--- src/rtl/mem_port_arbiter_if.sv ---
// rtl/mem_port_arbiter_if.sv - requester and memory-side signal bundle for mem_port_arbiter
interface mem_port_arbiter_if #(
  parameter int ADDR_W = 32,
  parameter int DATA_W = 32
);
  localparam int BE_W = DATA_W / 8;

  // instruction fetch requester
  logic              if_req;
  logic [ADDR_W-1:0] if_addr;
  logic              if_ack;
  logic [DATA_W-1:0] if_rdata;

  // load/store requester
  logic              d_req;
  logic              d_we;
  logic [BE_W-1:0]   d_be;
  logic [ADDR_W-1:0] d_addr;
  logic [DATA_W-1:0] d_wdata;
  logic              d_ack;
  logic [DATA_W-1:0] d_rdata;

  // shared single-port memory
  logic              mem_req;
  logic              mem_we;
  logic [BE_W-1:0]   mem_be;
  logic [ADDR_W-1:0] mem_addr;
  logic [DATA_W-1:0] mem_wdata;
  logic              mem_ack;
  logic [DATA_W-1:0] mem_rdata;

  logic              busy;

  // arbiter side
  modport slave (
    input  if_req, if_addr,
    output if_ack, if_rdata,
    input  d_req, d_we, d_be, d_addr, d_wdata,
    output d_ack, d_rdata,
    output mem_req, mem_we, mem_be, mem_addr, mem_wdata,
    input  mem_ack, mem_rdata,
    output busy
  );

  // core/memory side
  modport master (
    output if_req, if_addr,
    input  if_ack, if_rdata,
    output d_req, d_we, d_be, d_addr, d_wdata,
    input  d_ack, d_rdata,
    input  mem_req, mem_we, mem_be, mem_addr, mem_wdata,
    output mem_ack, mem_rdata,
    input  busy
  );
endinterface

--- src/rtl/mem_port_arbiter.sv ---
// rtl/mem_port_arbiter.sv - fetch vs load/store arbiter for one single-port memory
module mem_port_arbiter #(
  parameter int ADDR_W       = 32,
  parameter int DATA_W       = 32,
  parameter int MAX_DATA_RUN = 4
) (
  input logic             clk,
  input logic             rst,
  mem_port_arbiter_if.slave bus
);
  localparam int BE_W = DATA_W / 8;
  localparam logic [3:0] RUN_MAX = 4'(MAX_DATA_RUN);

  typedef enum logic [1:0] {IDLE, GNT_IF, GNT_D} state_t;

  state_t state_q, state_d;
  logic [3:0] run_cnt_q, run_cnt_d;

  logic grant_if, grant_d, done;
  logic if_want, d_want;

  logic              mem_req_q;
  logic              mem_we_q;
  logic [BE_W-1:0]   mem_be_q;
  logic [ADDR_W-1:0] mem_addr_q;
  logic [DATA_W-1:0] mem_wdata_q;
  logic              if_ack_q, d_ack_q;
  logic [DATA_W-1:0] if_rdata_q, d_rdata_q;

  // A requester whose ack is showing this cycle is still holding req from the
  // finished transaction; it is ignored so it cannot be re-granted at once.
  assign if_want = bus.if_req & ~if_ack_q;
  assign d_want  = bus.d_req  & ~d_ack_q;

  // Grant decision, starvation counter update and transaction completion
  always_comb begin
    state_d   = state_q;
    run_cnt_d = run_cnt_q;
    grant_if  = 1'b0;
    grant_d   = 1'b0;
    done      = 1'b0;
    case (state_q)
      IDLE: begin
        if (d_want && !(if_want && run_cnt_q == RUN_MAX)) begin
          state_d = GNT_D;
          grant_d = 1'b1;
          if (!if_want) begin
            run_cnt_d = 4'd0;
          end else if (run_cnt_q != RUN_MAX) begin
            run_cnt_d = run_cnt_q + 4'd1;
          end
        end else if (if_want) begin
          state_d   = GNT_IF;
          grant_if  = 1'b1;
          run_cnt_d = 4'd0;
        end
      end
      GNT_IF, GNT_D: begin
        if (bus.mem_ack) begin
          state_d = IDLE;
          done    = 1'b1;
        end
      end
      default: state_d = IDLE;
    endcase
  end

  // State and data-run counter registers
  always_ff @(posedge clk) begin
    if (rst) begin
      state_q   <= IDLE;
      run_cnt_q <= 4'd0;
    end else begin
      state_q   <= state_d;
      run_cnt_q <= run_cnt_d;
    end
  end

  // Memory command capture on grant, ack pulse and read-data return on completion
  always_ff @(posedge clk) begin
    if (rst) begin
      mem_req_q   <= 1'b0;
      mem_we_q    <= 1'b0;
      mem_be_q    <= '0;
      mem_addr_q  <= '0;
      mem_wdata_q <= '0;
      if_ack_q    <= 1'b0;
      d_ack_q     <= 1'b0;
      if_rdata_q  <= '0;
      d_rdata_q   <= '0;
    end else begin
      if_ack_q <= 1'b0;
      d_ack_q  <= 1'b0;
      if (grant_d) begin
        mem_req_q   <= 1'b1;
        mem_we_q    <= bus.d_we;
        mem_be_q    <= bus.d_be;
        mem_addr_q  <= bus.d_addr;
        mem_wdata_q <= bus.d_wdata;
      end else if (grant_if) begin
        mem_req_q   <= 1'b1;
        mem_we_q    <= 1'b0;
        mem_be_q    <= '1;
        mem_addr_q  <= bus.if_addr;
        mem_wdata_q <= '0;
      end
      if (done) begin
        mem_req_q <= 1'b0;
        if (state_q == GNT_IF) begin
          if_ack_q   <= 1'b1;
          if_rdata_q <= bus.mem_rdata;
        end else begin
          d_ack_q   <= 1'b1;
          d_rdata_q <= bus.mem_rdata;
        end
      end
    end
  end

  assign bus.mem_req   = mem_req_q;
  assign bus.mem_we    = mem_we_q;
  assign bus.mem_be    = mem_be_q;
  assign bus.mem_addr  = mem_addr_q;
  assign bus.mem_wdata = mem_wdata_q;
  assign bus.if_ack    = if_ack_q;
  assign bus.if_rdata  = if_rdata_q;
  assign bus.d_ack     = d_ack_q;
  assign bus.d_rdata   = d_rdata_q;
  assign bus.busy      = (state_q != IDLE);
endmodule

--- src/flat_wrapper.sv ---
// flat-port wrapper written by rule: the top's interface ports become plain ports
module mem_port_arbiter_flat 
#(
  parameter int ADDR_W       = 32,
  parameter int DATA_W       = 32,
  parameter int MAX_DATA_RUN = 4
)
  (clk, rst, bus_if_req, bus_if_addr, bus_if_ack, bus_if_rdata, bus_d_req, bus_d_we, bus_d_be, bus_d_addr, bus_d_wdata, bus_d_ack, bus_d_rdata, bus_mem_req, bus_mem_we, bus_mem_be, bus_mem_addr, bus_mem_wdata, bus_mem_ack, bus_mem_rdata, bus_busy);
  mem_port_arbiter_if #(.ADDR_W(ADDR_W), .DATA_W(DATA_W)) bus_i ();
  input logic clk;
  input logic rst;
  input wire logic [$bits(bus_i.if_req)-1:0] bus_if_req;
  input wire logic [$bits(bus_i.if_addr)-1:0] bus_if_addr;
  output wire logic [$bits(bus_i.if_ack)-1:0] bus_if_ack;
  output wire logic [$bits(bus_i.if_rdata)-1:0] bus_if_rdata;
  input wire logic [$bits(bus_i.d_req)-1:0] bus_d_req;
  input wire logic [$bits(bus_i.d_we)-1:0] bus_d_we;
  input wire logic [$bits(bus_i.d_be)-1:0] bus_d_be;
  input wire logic [$bits(bus_i.d_addr)-1:0] bus_d_addr;
  input wire logic [$bits(bus_i.d_wdata)-1:0] bus_d_wdata;
  output wire logic [$bits(bus_i.d_ack)-1:0] bus_d_ack;
  output wire logic [$bits(bus_i.d_rdata)-1:0] bus_d_rdata;
  output wire logic [$bits(bus_i.mem_req)-1:0] bus_mem_req;
  output wire logic [$bits(bus_i.mem_we)-1:0] bus_mem_we;
  output wire logic [$bits(bus_i.mem_be)-1:0] bus_mem_be;
  output wire logic [$bits(bus_i.mem_addr)-1:0] bus_mem_addr;
  output wire logic [$bits(bus_i.mem_wdata)-1:0] bus_mem_wdata;
  input wire logic [$bits(bus_i.mem_ack)-1:0] bus_mem_ack;
  input wire logic [$bits(bus_i.mem_rdata)-1:0] bus_mem_rdata;
  output wire logic [$bits(bus_i.busy)-1:0] bus_busy;
  assign bus_i.if_req = bus_if_req;
  assign bus_i.if_addr = bus_if_addr;
  assign bus_if_ack = bus_i.if_ack;
  assign bus_if_rdata = bus_i.if_rdata;
  assign bus_i.d_req = bus_d_req;
  assign bus_i.d_we = bus_d_we;
  assign bus_i.d_be = bus_d_be;
  assign bus_i.d_addr = bus_d_addr;
  assign bus_i.d_wdata = bus_d_wdata;
  assign bus_d_ack = bus_i.d_ack;
  assign bus_d_rdata = bus_i.d_rdata;
  assign bus_mem_req = bus_i.mem_req;
  assign bus_mem_we = bus_i.mem_we;
  assign bus_mem_be = bus_i.mem_be;
  assign bus_mem_addr = bus_i.mem_addr;
  assign bus_mem_wdata = bus_i.mem_wdata;
  assign bus_i.mem_ack = bus_mem_ack;
  assign bus_i.mem_rdata = bus_mem_rdata;
  assign bus_busy = bus_i.busy;
  mem_port_arbiter #(.ADDR_W(ADDR_W), .DATA_W(DATA_W), .MAX_DATA_RUN(MAX_DATA_RUN)) u_core (.clk(clk), .rst(rst), .bus(bus_i));
endmodule
--- config.mk ---
export PLATFORM = sky130hd
export DESIGN_NAME = mem_port_arbiter_flat
export DESIGN_NICKNAME = d
export VERILOG_FILES = /design/src/rtl/mem_port_arbiter_if.sv /design/src/rtl/mem_port_arbiter.sv /design/src/flat_wrapper.sv
export SDC_FILE = /design/constraint.sdc
export NUM_CORES = 1
export LEC_CHECK = 0
export CAP_MARGIN = 40
export CELL_PAD_IN_SITES_DETAIL_PLACEMENT = 1
export CELL_PAD_IN_SITES_GLOBAL_PLACEMENT = 1
export CORE_MARGIN = 5
export CORE_UTILIZATION = 27
export CTS_CLUSTER_DIAMETER = 200
export CTS_CLUSTER_SIZE = 28
export DETAILED_ROUTE_END_ITERATION = 10
export PLACE_DENSITY_LB_ADDON = 0.1
export SLEW_MARGIN = 20
export SYNTH_ARGS = -nofsm -noshare
export SYNTH_HDL_FRONTEND = slang
export SYNTH_SLANG_ARGS = --single-unit
export TNS_END_PERCENT = 50
--- constraint.sdc ---
create_clock -name clk -period 1.79 [get_ports clk]
set_input_delay 0.537 -clock clk [delete_from_list [all_inputs] [get_ports clk]]
set_output_delay 0.537 -clock clk [all_outputs]
set_load 0.005 [all_outputs]
* After elaboration in Yosys (flattened, before gate mapping)
Cells that the tools add are included.
Storage, ports and cells: register bits 142, input bits 138
Operators by class: add/sub/neg operators 1, equality and inequality tests 7, multiplexer cells 27, bitwise operators 6, reductions and logical operators 14
Operators with widths (count):
- $mux 32 | 4
- $mux 4 | 6
- $mux 1 | 13
- $mux 2 | 3
- $reduce_and 2->1 | 3
- $reduce_bool 2->1 | 3
- $reduce_or 2->1 | 3
- $add 4x1->4 const B | 1
- $eq 4x3->1 const B | 1
- $ne 4x3->1 const B | 1
- $not 1->1 | 4
- $pmux 2 s2 | 1
- $ne 3x1->1 const B | 1
- $ne 3x3->1 const B | 1
- $reduce_and 3->1 | 1
- $and 1x1->1 | 2
- $eq 2x1->1 const B | 1
- $eq 2x2->1 const B | 1
- $logic_and 1x1->1 | 2
- $logic_not 2->1 | 1
- $ne 2x2->1 const B | 1
- $logic_not 1->1 | 1

* Longest topological paths before layout
depth in word-level cells 9, depth in mapped cells 8, depth with buffers taken out 6

* Worst setup path before layout
No wires, ideal clock.
path type reg-to-reg, start register u_core.state_q[0], end register u_core.d_rdata_q[2] (netlist: u_core.bus.d_rdata[2]), data arrival time 1.466 ns, slack 0.191 ns, stages on the path, launching flop included 9, buffers on the path 2, clock period less this slack 1.599 ns, path through dfxtp_1 inv_1 ha_1 nand2_1 or2_2 clkbuf_1 clkbuf_1 nand2_1 a21oi_1
On the way: cells in the longest elaborated chain, start to end 4, elaborated cells between the ends (all ways) 6
RTL lines:
- from (decl) | line mem_port_arbiter.sv:16 | state_t state_q, state_d;
- from (signal assigned) | line mem_port_arbiter.sv:74 | state_q <= state_d;
- $eq 2x2->1 or $eq 2x1->1 (tied branches) | line mem_port_arbiter.sv:42, mem_port_arbiter.sv:109
- $reduce_or 2->1 | line mem_port_arbiter.sv:42 | case (state_q)
- $mux 1 | line mem_port_arbiter.sv:42
- $reduce_and 2->1 (no source line) *
- to (signal assigned) | line mem_port_arbiter.sv:114 | d_rdata_q <= bus.mem_rdata;
- to (decl) | line mem_port_arbiter.sv:28 | logic [DATA_W-1:0] if_rdata_q, d_rdata_q;
Every way passes the cells marked *; elsewhere a longest branch is shown, timed or not. A chain may end at the register's enable or synchronous reset.

* Worst setup path after layout
start input bus_d_req, end register u_core.run_cnt_q[2]
On the way: cells in the longest elaborated chain, start to end 4, elaborated cells between the ends (all ways) 6
RTL lines:
- from (decl) | line flat_wrapper.sv:16 | input wire logic [$bits(bus_i.d_req)-1:0] bus_d_req;
- $and 1x1->1 * | line mem_port_arbiter.sv:33 | assign d_want = bus.d_req & ~d_ack_q;
- $logic_and 1x1->1 * | line mem_port_arbiter.sv:44 | if (d_want && !(if_want && run_cnt_q == RUN_MAX)) begin
- $ne 3x3->1 (no source line) or $reduce_bool 2->1 (tied branches)
- $reduce_and 3->1 (no source line)
- to (signal assigned) | line mem_port_arbiter.sv:75 | run_cnt_q <= run_cnt_d;
- to (decl) | line mem_port_arbiter.sv:17 | logic [3:0] run_cnt_q, run_cnt_d;
Marks and branches as above.

==> impl_metrics.toml <==
[clocking]
clockBufferDepth = 2
root_buffer = "clkbuf_16"
cts_sinks = 142
numCtsBuffers = 17
postCtsHoldBufs = 0
cts_htree_levels = 4
clkLatencyLatePin_ns = 0.41
cts_tree = "done"
clkTransAtPathRegs_ns = 0.06

[timing]
tightest_slew_ns = 0.5048
hold_viol = 0
worst_slack_ns = 0.05764
whs_ns = 0.4513
fin_skew_ns = 0.009495
finalCritPeriodShare_pct = 96.78
setup_viol = 0
slew_headroom_pct = 66.34
drv_slew = 0
max_freq_mhz = 577.2
post-route-min-period_ns = 1.732

[synth]
yosysTopAreaCell = "dfxtp_1"
yosys_warnings = 0
synth_top_area_share_pct = 56.63
syn-cell-area_um2 = 5020
synthTopCellsByArea = "dfxtp_1 (57%), nand2_1 (9.9%), a21oi_1 (6.7%)"
syn-num-nets = 714
ys_seq_area_share_pct = 56.63
synth_cell_types = 36
avgSynthCellArea_um2 = 8.776
ys_ff_latch = 142
synthCells = 572

[cells_and_area]
fin_nets = 997
syn2layout_area_growth_pct = 74.23
layout-drive-gt1-share_pct = 10.48
post-route-util_pct = 48.19
layout_commonest_cell = "clkdlybuf4s50_1"
diodes = 0
final_cell_mix = "clkdlybuf4s50_1 (136), dlygate4sd2_1 (135), dfxtp_1 (134), nand2_1 (132), a21oi_1 (67)"
fillers = 2136

[drt]
drc = 0
first_iter_violations = 132
wl_per_cell_um = 18.49
vias = 5245
firstDrtPassIters = 5
vias_per_cell = 4.781
ant_nets = 0
wl_mm = 20.29

[pwr]
power.net_switching_uw = 2401
ir_worst_vdd_v = 0.0005820
intPower_uw = 6924
leakage_uw = 0.003874
switching_share_pct = 25.75
power.density_nw_per_um2 = 1066
clkPwrFrac_pct = 42.0
combPwrFrac_pct = 19.5
seqPwrFrac_pct = 38.5

[place]
dp_slack_ns = -0.3427
hpwl_mm = 14.59
portBuffers = 274
routabilityCongestion = 0.7428

[grt]
grt_util_all_layers_pct = 18.00
grt.overflow.total = 0
grt_pass1_wl_mm = 30.93
grt_max_degree = 47
antenna_found_initial = 0
grt_pass1_vias = 5637

[die]
design.die.area_um2 = 21420
fp-row-count = 49
core_region_area_um2 = 18150
die_w_um = 146.4
die_y_um = 146.4
start_util_pct = 27.66
ios = 275

[worst_setup_path]
crit_slowest_cell = "clkdlybuf4s50_1"
crit_required_ns = 2.14
critical_path_class = "in -> reg"
arrival_ns = 2.08
crit_path_cell_trace = "clkdlybuf4s50_1, nand2b_2, or3_1, nor4b_1, a211o_1"
worstSetupEndpointType = "flop"
start_kind = "input pin"
cpPeakStageDelay_ns = 0.51
cp_max_fo = 4

[flow_run]
maxCapViolCount = 0

[hold_path]
hold_path.class = "reg -> reg"

[status]
outcome = "finished clean"
[state kept, by name (all words and copies together), names as in the netlist]
signal and count:
u_core.bus.mem_be 4, u_core.bus.if_rdata 32, u_core.bus.d_ack 1, u_core.bus.if_ack 1, u_core.bus.mem_we 1, u_core.bus.mem_addr 32, u_core.bus.mem_req 1, u_core.bus.mem_wdata 32
u_core.state_q 2, u_core.run_cnt_q 4, u_core.bus.d_rdata 32
[layer usage]
layer  track usage (%)  share of wire [%]
met4             5.127                1.6
met3             6.756                7.7
met1             19.53                 40
met5                 0                  0
met2             32.72                 51
[cells by family after synthesis]
family          synth area share, %
buf+inv                       4.611
compound gates                18.02
fa+ha+maj                    0.9970
simple gates                  19.74
flops                         56.63
[synthesized netlist by cell type]
| master | instances |
|---|---|
| o22ai_1 | 32 |
| a21oi_1 | 67 |
| ha_1 | 4 |
| nor2b_1 | 2 |
| nor2_2 | 1 |
| dfxtp_1 | 142 |
| nor3_1 | 38 |
| a21o_1 | 1 |
| clkbuf_1 | 21 |
| o211ai_2 | 1 |
| o31a_1 | 1 |
| buf_4 | 3 |
| a21oi_2 | 1 |
| o21ai_1 | 1 |
| o21ai_0 | 1 |
| nand3_1 | 2 |
| and3_1 | 2 |
| a211oi_1 | 1 |
| buf_2 | 14 |
| or4_1 | 1 |
| nor4b_1 | 1 |
| or2_2 | 1 |
| buf_1 | 2 |
| o31ai_1 | 1 |
| nand2b_2 | 2 |
| and3b_1 | 2 |
| a211o_1 | 1 |
| nor2_1 | 48 |
| nand2b_1 | 1 |
| nand3b_1 | 1 |
| a2bb2oi_1 | 1 |
| a22o_1 | 33 |
| inv_1 | 5 |
| nand2_1 | 132 |
| buf_6 | 3 |
| or3_1 | 2 |
[worst max-delay path: cells and delay by family]
kind | cells | cell delay [ns]
buffers and inverters | 1 | 0.51
AOI/OAI and AO/OA | 1 | 0.16
and+or+nand+nor | 3 | 0.89
[power by group through the flow]
stage	combinational, µW	clock, µW	sequential, µW
CTS	1770	4030	3600
finish	1820	3920	3590
global placement	1880	0	3660
detailed placement	1940	0	3670
global route	1980	4180	3630
floorplan	704	0	3680
[final timing paths]
kind,startpoint,end,slack [ns],cells past startpoint
setup / recovery,bus_d_req,u_core.run_cnt_q[2],0.06,5
hold / removal,u_core.bus.if_rdata[17],u_core.bus.if_rdata[17],0.45,2
setup reg to reg,u_core.run_cnt_q[1],u_core.bus.mem_addr[24],0.08,7
hold reg to reg,u_core.bus.if_rdata[17],u_core.bus.if_rdata[17],0.45,2
[final cells by class]
type                            count  area, µm²  share of cell area, %
Timing Repair Buffer              307       2944                  33.66
Tap cell                          229      286.5                  3.276
Sequential cell                   142       2853                  32.62
Clock inverter                     13      210.2                  2.403
Multi-Input combinational cell    382       1991                  22.76
Clock buffer                       19      442.9                  5.064
Inverter                            5      18.77                 0.2146
[per-stage QoR]
stage                     instances  power (µW)  setup TNS [ns]  cell area (µm²)
after floorplan                 572        4384               0             5020
after global placement         1060        5539          -16.44             8135
after detailed placement       1060        5611          -22.41             8135
after CTS                      1092        9396        -0.05368             8631
after global routing           1097        9778        -0.03407             8746
final                          1097        9324               0             8746
[repair_timing]
action | in CTS | in global routing
setup endpoints to repair | 136 | 15
pin swaps | 0 | 6
cloned | 0 | 3
buffers inserted | 0 | 2
gates resized for setup | 146 | 12
endpoints found under the hold margin | 0 | 0
Power figures use the tool's default switching activity.
